==> src/rtl/payload_frame_arbiter.sv <==
// Multi-channel framed payload sender: round-robin arbitration over NUM_CH
// request channels, each frame serialised to a shared UART TX as
// event code, length, payload bytes and an optional XOR checksum.
module payload_frame_arbiter #(
    parameter int unsigned         NUM_CH      = 4,
    parameter int unsigned         MAX_BYTES   = 24,
    // Channel k code lives in bits [8k+7:8k]: ch0 = AD, ch1 = AE, ch2 = AF, ch3 = B0.
    parameter logic [NUM_CH*8-1:0] EVENT_CODES = (NUM_CH*8)'(32'hB0AF_AEAD),
    parameter bit                  CHECKSUM_EN = 1'b1
) (
    input  logic                          clock,
    input  logic                          reset,
    input  logic [NUM_CH-1:0]             habilitar_envio,
    input  logic [NUM_CH*MAX_BYTES*8-1:0] buffer_envio,
    input  logic [NUM_CH*8-1:0]           comprimento,
    input  logic                          uart_ocupado,
    output logic                          iniciar_envio,
    output logic [7:0]                    dado_saida,
    output logic [NUM_CH-1:0]             envio_concluido,
    output logic                          ocupado,
    output logic [2:0]                    canal_ativo
);

    localparam int unsigned SLICE_W  = MAX_BYTES * 8;
    localparam int unsigned CH_W     = (NUM_CH > 1) ? $clog2(NUM_CH) : 1;
    localparam int unsigned SUM_W    = CH_W + 1;
    localparam logic [SUM_W-1:0] NUM_CH_S = SUM_W'(NUM_CH);
    localparam logic [7:0]  MAX_LEN  = 8'(MAX_BYTES);
    // Index of the final byte relative to L: checksum sits at L+2, last payload at L+1.
    localparam logic [8:0]  TAIL     = CHECKSUM_EN ? 9'd2 : 9'd1;

    typedef enum logic [2:0] {
        ST_IDLE,
        ST_SEND,
        ST_WAIT_BUSY,
        ST_WAIT_IDLE,
        ST_DONE
    } state_t;

    // Per-channel views of the flat input buses.
    logic [SLICE_W-1:0] slice_w [NUM_CH];
    logic [7:0]         code_w  [NUM_CH];
    logic [7:0]         len_w   [NUM_CH];

    for (genvar g = 0; g < NUM_CH; g++) begin : g_unpack
        assign slice_w[g] = buffer_envio[g*SLICE_W +: SLICE_W];
        assign code_w[g]  = EVENT_CODES[g*8 +: 8];
        assign len_w[g]   = comprimento[g*8 +: 8];
    end

    state_t              state_q,   state_d;
    logic [NUM_CH-1:0]   pending_q, pending_d;
    logic [CH_W-1:0]     ptr_q,     ptr_d;
    logic [CH_W-1:0]     gnt_q,     gnt_d;
    logic [SLICE_W-1:0]  payload_q, payload_d;
    logic [7:0]          code_q,    code_d;
    logic [7:0]          len_q,     len_d;
    logic [7:0]          idx_q,     idx_d;
    logic [7:0]          chk_q,     chk_d;
    logic                last_q,    last_d;
    logic                strobe_q,  strobe_d;
    logic [7:0]          dado_q,    dado_d;
    logic [NUM_CH-1:0]   done_q,    done_d;
    logic                busy_q,    busy_d;
    logic [2:0]          canal_q,   canal_d;

    logic                found;
    logic [CH_W-1:0]     win;
    logic [CH_W-1:0]     ptr_nxt;
    logic [SUM_W-1:0]    sum;
    logic [SUM_W-1:0]    nsum;
    logic [7:0]          grant_len;

    logic [7:0]          cur_byte;
    logic                is_payload;
    logic                is_last;
    logic                send_now;

    // Round-robin search: first pending channel at or above the pointer, wrapping.
    always_comb begin : arb_search
        found     = 1'b0;
        win       = '0;
        sum       = '0;
        nsum      = '0;
        ptr_nxt   = '0;
        grant_len = '0;
        for (int i = 0; i < NUM_CH; i++) begin
            sum = {1'b0, ptr_q} + SUM_W'(i);
            if (sum >= NUM_CH_S) begin
                sum = sum - NUM_CH_S;
            end
            if (!found && pending_q[CH_W'(sum)]) begin
                found = 1'b1;
                win   = CH_W'(sum);
            end
        end
        nsum = {1'b0, win} + SUM_W'(1);
        if (nsum >= NUM_CH_S) begin
            nsum = '0;
        end
        ptr_nxt   = CH_W'(nsum);
        grant_len = (len_w[win] > MAX_LEN) ? MAX_LEN : len_w[win];
    end

    // Byte selected by the frame index; payload is consumed from the top of a shift register.
    always_comb begin : byte_select
        cur_byte   = chk_q;
        is_payload = 1'b0;
        if (idx_q == 8'd0) begin
            cur_byte = code_q;
        end else if (idx_q == 8'd1) begin
            cur_byte = len_q;
        end else if ({1'b0, idx_q} <= ({1'b0, len_q} + 9'd1)) begin
            cur_byte   = payload_q[SLICE_W-1 -: 8];
            is_payload = 1'b1;
        end
        is_last = ({1'b0, idx_q} == ({1'b0, len_q} + TAIL));
    end

    // Next-state and registered-output logic. The strobe is registered, so the UART
    // idle check is made the cycle before the strobe; SEND holds while the UART is busy.
    always_comb begin : fsm_next
        state_d   = state_q;
        pending_d = pending_q;
        ptr_d     = ptr_q;
        gnt_d     = gnt_q;
        payload_d = payload_q;
        code_d    = code_q;
        len_d     = len_q;
        idx_d     = idx_q;
        chk_d     = chk_q;
        last_d    = last_q;
        strobe_d  = 1'b0;
        dado_d    = dado_q;
        done_d    = '0;
        canal_d   = canal_q;
        send_now  = 1'b0;

        case (state_q)
            ST_IDLE: begin
                if (found) begin
                    pending_d[win] = 1'b0;
                    ptr_d          = ptr_nxt;
                    gnt_d          = win;
                    payload_d      = slice_w[win];
                    code_d         = code_w[win];
                    len_d          = grant_len;
                    idx_d          = 8'd0;
                    chk_d          = 8'd0;
                    last_d         = 1'b0;
                    canal_d        = 3'(win);
                    if (!uart_ocupado) begin
                        strobe_d = 1'b1;
                        dado_d   = code_w[win];
                        chk_d    = code_w[win];
                        idx_d    = 8'd1;
                        state_d  = ST_WAIT_BUSY;
                    end else begin
                        state_d  = ST_SEND;
                    end
                end
            end
            ST_SEND: begin
                if (!uart_ocupado) begin
                    send_now = 1'b1;
                end
            end
            ST_WAIT_BUSY: begin
                if (uart_ocupado) begin
                    state_d = ST_WAIT_IDLE;
                end
            end
            ST_WAIT_IDLE: begin
                if (!uart_ocupado) begin
                    if (last_q) begin
                        state_d = ST_DONE;
                        done_d  = NUM_CH'(1) << gnt_q;
                    end else begin
                        send_now = 1'b1;
                    end
                end
            end
            ST_DONE: begin
                state_d = ST_IDLE;
                canal_d = 3'd0;
            end
            default: begin
                state_d = ST_IDLE;
            end
        endcase

        if (send_now) begin
            strobe_d = 1'b1;
            dado_d   = cur_byte;
            chk_d    = chk_q ^ cur_byte;
            state_d  = ST_WAIT_BUSY;
            if (is_payload) begin
                payload_d = payload_q << 8;
            end
            if (is_last) begin
                last_d = 1'b1;
            end else begin
                idx_d  = idx_q + 8'd1;
            end
        end

        // A pulse landing on the grant cycle re-arms the channel.
        pending_d = pending_d | habilitar_envio;
        busy_d    = (state_d != ST_IDLE);
    end

    // State and output registers; reset aborts any frame and drops all requests.
    always_ff @(posedge clock) begin : regs
        if (reset) begin
            state_q   <= ST_IDLE;
            pending_q <= '0;
            ptr_q     <= '0;
            gnt_q     <= '0;
            payload_q <= '0;
            code_q    <= '0;
            len_q     <= '0;
            idx_q     <= '0;
            chk_q     <= '0;
            last_q    <= 1'b0;
            strobe_q  <= 1'b0;
            dado_q    <= '0;
            done_q    <= '0;
            busy_q    <= 1'b0;
            canal_q   <= '0;
        end else begin
            state_q   <= state_d;
            pending_q <= pending_d;
            ptr_q     <= ptr_d;
            gnt_q     <= gnt_d;
            payload_q <= payload_d;
            code_q    <= code_d;
            len_q     <= len_d;
            idx_q     <= idx_d;
            chk_q     <= chk_d;
            last_q    <= last_d;
            strobe_q  <= strobe_d;
            dado_q    <= dado_d;
            done_q    <= done_d;
            busy_q    <= busy_d;
            canal_q   <= canal_d;
        end
    end

    assign iniciar_envio   = strobe_q;
    assign dado_saida      = dado_q;
    assign envio_concluido = done_q;
    assign ocupado         = busy_q;
    assign canal_ativo     = canal_q;

endmodule

==> config.mk <==
export PLATFORM = sky130hd
export DESIGN_NAME = payload_frame_arbiter
export DESIGN_NICKNAME = d
export VERILOG_FILES = /design/src/rtl/payload_frame_arbiter.sv
export SDC_FILE = /design/constraint.sdc
export NUM_CORES = 1
export LEC_CHECK = 0
export CAP_MARGIN = 0
export CELL_PAD_IN_SITES_DETAIL_PLACEMENT = 0
export CELL_PAD_IN_SITES_GLOBAL_PLACEMENT = 1
export CORE_AREA = 2 2 318 320
export DETAILED_ROUTE_END_ITERATION = 16
export DIE_AREA = 0 0 320 322
export PLACE_DENSITY_LB_ADDON = 0.1
export SETUP_SLACK_MARGIN = 0.15
export SLEW_MARGIN = 0
export SYNTH_ARGS = -nofsm -noshare
export SYNTH_HDL_FRONTEND = slang
export SYNTH_SLANG_ARGS = --single-unit
==> constraint.sdc <==
create_clock -name clock -period 3.3 [get_ports clock]
set_input_delay 0.66 -clock clock [delete_from_list [all_inputs] [get_ports clock]]
set_output_delay 0.66 -clock clock [all_outputs]
set_load 0.1 [all_outputs]
==> impl_results.md, run 1 <==
* P_leak at between 10 and 15 nW
* Max-slew violation count at 0
* Final Cell Area at 29100 µm²
* Syn-to-layout area delta at 65.0%
* Hold_buf cts at 0
* Pre-CTS WS at about 0.055 ns
* DP Area at 27300 µm²
* Tightest Hold Check Type: flip-flop to flip-flop
* Initial DRT Pass Iterations at 5
* H-tree levels at 2
* Crit. End Element: flip-flop
* Asr flop ratio synth at 0%
* WHS Endpoint: payload_q[5]
* Worst Path Required at ~3.7 ns
* Actual transition at the worst max-transition pin at approximately 0.93 ns
* Syn Inst Count at 2990
* Port Buf Inserts at 822
* Starting Density at between 10% and 20%
* Final period demand of the worst path at ~3.1 ns
* Layout Utilization at 29.2%
* CTS Buffer Depth at 3
* Syn_nets at 3815
* Smallest hold slack at 0.453 ns
* DIE AREA at between 100000 and 150000 µm²
* Final Hold Vio Count at 0
* Pwr per Cell Area at between 400 and 500 nW/µm²
* RR Endpoint: payload_q[71]
* Floorplan Core Area at 99600 µm²
* Ports at between 800 and 900
* Hold Path Stages at 2
* Post-route worst setup slack at 0.191 ns
* Worst Path Arrival at 3.49 ns
* Largest net degree at the start of global routing at 160
* Final setup violation count at 0
* Vias at 22901
* Vias in the first global route at 23187
* HP Start: payload_q[5]
* Mean routed wirelength per cell at 21.9 µm
* Starting DRT DRC Count at 1195
* Post-synth EDFFs at 0
* Synth cell types at between 60 and 70
* Register area share after synthesis at between 20% and 30%
* Clock root buffer: clkbuf_16
* First-pass GRT wire length at between 150000 and 200000 µm
* DR vias/cell at 4.55
* Type of origin of the critical path: flip-flop
* Clock transition at path regs at 0.06 ns
* RSZ-0062 raised after global routing: true
* Outcome: complete, no violations
* Residual DRC count at 0
* Register-to-Register Path Depth at 15
* Antenna violations before repair at 14
* Die Ht at about 320 µm
* CTS sink count at between 200 and 250
* Register bit total from synthesis at around 250
* Max Cap Violations at 0
* Global placement routability congestion at approximately 0.80
* Critical path type: flip-flop to flip-flop
* Chip Width at 320 µm
* Number of routed nets with antenna violations at 0
* Maximum vdd drop at 0.264 mV
* CTS tree: done
* Worst reg2reg setup slack at 0.19 ns
* Worst slew margin at 38.3%
* Total wire length at approximately 110000 µm
* Mapped Area at 17600 µm²
* Rows at ~120
* Top_reg_cell synth: dfxtp_1
* Total CTS buffers at 36
* Post-Route Setup TNS at 0 ns
* NumNets Final at 4532
* CP Max Fanout at 15
* Clk_lat worst skew at 0.54 ns
* Worst r2r src: len_q[1]
* Fmax at about 320 MHz
* Gr ovfl total at 0
* Syn Area/Cell at 5.89 µm²
* Synth warn at 0
* Hpwl dp at 82400 µm
* Tot GR Track Use at around 20%
* Clk_skew at 0.0277 ns
* Fin crit share at between 90 and 100%
* Ratio of cells with drive above 1 in the final layout at 6.90%
cells in the final DEF, fill, tap and decap left out, drive strengths merged, types with 5 or more instances in the layout:
master,Yosys,routed
a22o,7,7
clkbuf,142,56
nor3b,10,10
a21oi,52,52
and3,13,13
inv,16,16
diode,0,7
nor2,221,221
xnor2,11,11
o21ai,33,33
nor2b,7,7
nand3,399,399
nor3,200,200
nand2,1213,1213
clkinv,0,9
nor4,6,6
nand4,5,5
clkdlybuf4s50,0,805
a211oi,5,5
a31oi,192,192
dfxtp,247,247
ha,18,18
buf,115,122
sequential cells by signal, indices dropped and copies added (netlist names), 3 cells and up:
signal and count:
idx_q 8, state_q 3, dado_saida 8, len_q 8, pending_q 4, code_q 4
payload_q 192, chk_q 8, envio_concluido 4
critical path, cell delays in order, from the launching register on:
cell and delay, ns:
dfxtp_4 0.36, ha_2 0.19, and3_4 0.19, and3_1 0.19, xnor2_1 0.13, ha_1 0.31, o21ai_0 0.08, o21bai_1 0.21
o221ai_2 0.16, o21ai_4 0.24, buf_4 0.16, buf_12 0.18, buf_16 0.18, nand2_1 0.07, a31oi_1 0.18, nor3_1 0.07
per-stage QoR:
step | std cells | power [mW]
floorplan | 2990 | 6.80
global route | 5032 | 14.1
detailed placement | 4937 | 9.67
global placement | 4937 | 9.69
CTS | 4997 | 13.5
finish | 5032 | 13.3
what timing repair did:
item                       CTS  global route
gates resized for setup     12            60
setup endpoints to repair   91           193
pin swaps                    2            20
gates cloned                 2            10
buffers inserted             0            18
worst max-delay path by stage:
stage,from,endpoint,slack [ns],cells past startpoint
floorplan,len_q[0],chk_q[7],0.45,14
global placement,len_q[1],payload_q[22],0.07,14
detailed placement,len_q[1],payload_q[22],0.05,14
CTS,len_q[1],payload_q[69],0.16,15
global route,len_q[1],payload_q[79],0.02,15
finish,len_q[1],payload_q[71],0.19,15
cell usage after synthesis (3+ instances only):
cell type	number	area (µm²)
xnor2_1	11	96.3
ha_1	18	225
o22ai_1	4	25.0
nor3_2	11	110
o211ai_1	4	30.0
o21ai_0	31	155
clkbuf_1	142	533
nor3_1	188	941
nand4_1	5	31.3
a21oi_1	51	255
xor2_1	3	26.3
o221ai_1	4	35.0
dfxtp_1	247	4940
a211oi_1	4	30.0
and3_1	13	81.3
o21a_1	4	30.0
buf_1	15	56.3
o21bai_1	3	22.5
nor4_1	6	37.5
nor2_1	220	826
nor2b_1	7	43.8
a22o_1	7	61.3
buf_6	12	135
mux2i_1	4	40.0
and2_1	4	25.0
nor3b_1	10	75.1
o221a_2	4	45.0
buf_4	12	90.1
nand3b_1	4	30.0
nand2_1	1213	4550
inv_1	14	52.6
a22oi_1	4	30.0
buf_2	76	380
nand3_1	399	2000
a31o_2	4	35.0
a31oi_1	192	1200
area by class of cell:
| class | count | area [µm²] |
|---|---|---|
| flip-flops and latches | 247 | 4950 |
| clock inverters | 11 | 82.6 |
| diodes | 7 | 17.5 |
| inverters | 16 | 72.6 |
| well taps | 1298 | 1620 |
| repair buffers | 936 | 9680 |
| clock buffers | 47 | 993 |
| multi-input cells | 2470 | 11700 |
| fillers | 11299 | 70500 |
per-layer routing:
| metal | GRT usage (%) | part of all wire, % | vias to the layer above |
|---|---|---|---|
| met5 | 0 | 0.087 | - |
| met4 | 4.50 | 1.8 | 14 |
| met3 | 4.22 | 5.6 | 102 |
| met2 | 36.0 | 50 | 645 |
| met1 | 24.3 | 42 | 10636 |
| li1 | - | - | 11504 |
report_power, final:
group	switching, mW	internal, mW
sequential	0.360	3.43
combinational	3.46	2.32
clock	1.52	2.18
cells by family after synthesis:
family | after synthesis | synth area share, %
compound gates | 336 | 12.1
xor+xnor | 14 | 0.696
fa+ha+maj | 18 | 1.28
buf+inv | 273 | 7.12
flops | 247 | 28.1
mux | 5 | 0.291
other cells | 1 | 0.0213
simple gates | 2096 | 50.4
No activity file was read; power rests on OpenSTA's default activity.
==> run 2, diff against run 1 <==
Settings changed: GPL_TIMING_DRIVEN from default to 0.
==> impl_results.md, run 2 (same netlist as run 1, synthesis figures left out) <==
* Rows at 116 (unchanged)
* H-tree levels at 2 (unchanged)
* Most common cell after layout, fill and taps aside: nand2_1
* Worst slew margin at 30.1% (-8.2 points)
* Largest net degree at the start of global routing at 22 (-86%)
* Die Ht at 322 µm (unchanged)
* Crit-path cells: buf_6 -> nand4_1 -> nor2_1 -> xnor2_1 -> ha_1 -> a2111oi_4 -> nand2_2 -> a31oi_4 -> o21ai_4 -> buf_6 -> buf_16 -> buf_12 -> buf_16 -> buf_12 -> nor2_4 -> nor3_2
* Worst Path Arrival at 3.48 ns (about the same)
* Total CTS buffers at 34 (-5.6%)
* Starting Density at 17.7% (unchanged)
* Ratio of cells with drive above 1 in the final layout at 9.33% (+2.4 points)
* Largest Register: payload_q
* Clock root buffer: clkbuf_16
* Total power at 13.6 mW (+2.6%)
* CP peak stage delay at 0.36 ns (about the same)
* Tot GR Track Use at 23.4% (+3.4 points)
* Vias at 24195 (+5.7%)
* DR vias/cell at 4.64 (+2.0%)
* Crit path max-delay family: buffers and inverters
* Syn-to-layout area delta at 71.1%
* Final period demand of the worst path at 3.09 ns (-0.0190 ns)
* Vias in the first global route at 24617 (+6.2%)
* Antenna violations before repair at 32 (+18)
* Critical path type: flip-flop to flip-flop
* Max Cap Violations at 0 (unchanged)
* Actual transition at the worst max-transition pin at 1.05 ns (+0.120 ns)
* Crit. End Element: flip-flop
* Initial DRT Pass Iterations at 5 (unchanged)
* Final Hold Vio Count at 0 (unchanged)
* Final setup violation count at 0 (unchanged)
* First-pass GRT wire length at 176000 µm (+13%)
* Outcome: complete, no violations
* HP Start: dado_saida[6]
* Total wire length at 127000 µm (+15%)
* Fin crit share at 93.6% (-0.58 points)
* Clock transition at path regs at 0.06 ns (about the same)
* Starting DRT DRC Count at 1467 (+23%)
* Commonest non-fill, non-tap cells in the layout: 1208 x nand2_1, 820 x clkdlybuf4s50_1, 399 x nand3_1
* Maximum vdd drop at 0.293 mV (+11%)
* Max-slew violation count at 0 (unchanged)
* Residual DRC count at 0 (unchanged)
* Chip Width at 320 µm (unchanged)
* Hpwl dp at 103000 µm (+25%)
* Clk_skew at 0.0293 ns (+0.00162 ns)
* Critical Path Source: len_q[2]
* Max FFs per register at 192 (unchanged)
* Number of routed nets with antenna violations at 0 (unchanged)
* CTS sink count at 247 (unchanged)
* DIE AREA at 103000 µm² (unchanged)
* Ports at 824 (unchanged)
* NumNets Final at 4704 (+3.8%)
* Fmax at 324 MHz (+0.62%)
* RSZ-0062 raised after global routing: true
* Worst Path Required at 3.69 ns (about the same)
* Tightest Hold Check Type: flip-flop to flip-flop
* Hold_buf cts at 0 (unchanged)
* Global placement routability congestion at 0.844 (+5.3%)
* Pwr per Cell Area at 452 nW/µm² (-1.0%)
* CTS Buffer Depth at 3 (unchanged)
* Floorplan Core Area at 99600 µm² (unchanged)
* CP Max Fanout at 10 (-5)
* Gr ovfl total at 0 (unchanged)
* CTS tree: done
* Highest-delay cell along the critical path: dfxtp_2
* P_leak at 12.8 nW (+2.4%)
* Clk_lat worst skew at 0.55 ns (about the same)
* Type of origin of the critical path: flip-flop
* Mean routed wirelength per cell at 24.4 µm (+11%)
* Buffers & Inverters on Critical Path at 6 (+3)
* Port Buf Inserts at 820 (-0.24%)
* Worst r2r src: len_q[2]
* Smallest hold slack at 0.454 ns (+0.000967 ns)
==> run 2: path summary, 6_finish.rpt <==
kind	to	slack (ns)	cells after the start
worst max-delay path	payload_q[117]	0.21	16
worst min register to register	dado_saida[6]	0.45	2
worst min-delay path	dado_saida[6]	0.45	2
worst max register to register	payload_q[117]	0.21	16
==> run 2: per-layer routing <==
metal / global-route usage [%] / vias to the layer above / wire [µm] / part of all wire [%]
li1: - / 11884 / - / -
met1: 29.1 / 11476 / 54300 / 43
met2: 41.9 / 701 / 63300 / 50
met3: 4.87 / 98 / 7500 / 5.9
met4: 3.78 / 36 / 1550 / 1.2
met5: 0 / - / 246 / 0.19
==> run 2: through the flow <==
stage	std cells	instance area, µm²	utilization [%]	TNS (ns)	setup WS, ns
2_1_floorplan	2990	17600	-	0	0.451
3_3_place_gp	5108	27500	27.6	-114.67	-0.704
3_5_place_dp	5109	27500	27.6	-109.72	-0.651
4_1_cts	5191	29400	29.5	0	0.0626
5_1_grt	5205	30100	30.3	0	0.0947
6_report	5211	30100	30.3	0	0.210
==> run 2: final cells by class <==
class	count	area, µm²
Timing Repair Buffer	855	8800
Antenna cell	12	30.0
Sequential cell	247	4960
Clock buffer	47	971
Buffer	255	1560
Clock inverter	11	118
Multi-Input combinational cell	2470	12000
Fill cell	11377	69400
Inverter	16	60.1
Tap cell	1298	1620
==> run 2: worst reg2reg max path: stages (launching register included) <==
cell       delay, ns
dfxtp_2         0.36
buf_6           0.16
nand4_1         0.14
nor2_1          0.15
xnor2_1         0.14
ha_1            0.31
a2111oi_4       0.33
nand2_2         0.12
a31oi_4         0.20
o21ai_4         0.11
buf_6           0.16
buf_16          0.14
buf_12          0.13
buf_16          0.16
buf_12          0.18
nor2_4          0.12
nor3_2          0.05
==> run 2: power by group <==
part | total, mW | switching, mW | internal, mW
Clock | 3.72 | 1.51 | 2.21
Combinational | 6.09 | 3.75 | 2.35
Sequential | 3.80 | 0.373 | 3.43
Total | 13.6 | 5.63 | 7.99
==> run 2: what timing repair did <==
item / 4_1_cts / 5_1_grt
gates cloned: 7 / 7
buffers inserted: 19 / 1
setup endpoints to repair: 216 / 202
endpoints found under the hold margin: 0 / 0
pin swaps: 13 / 29
gates resized for setup: 142 / 174
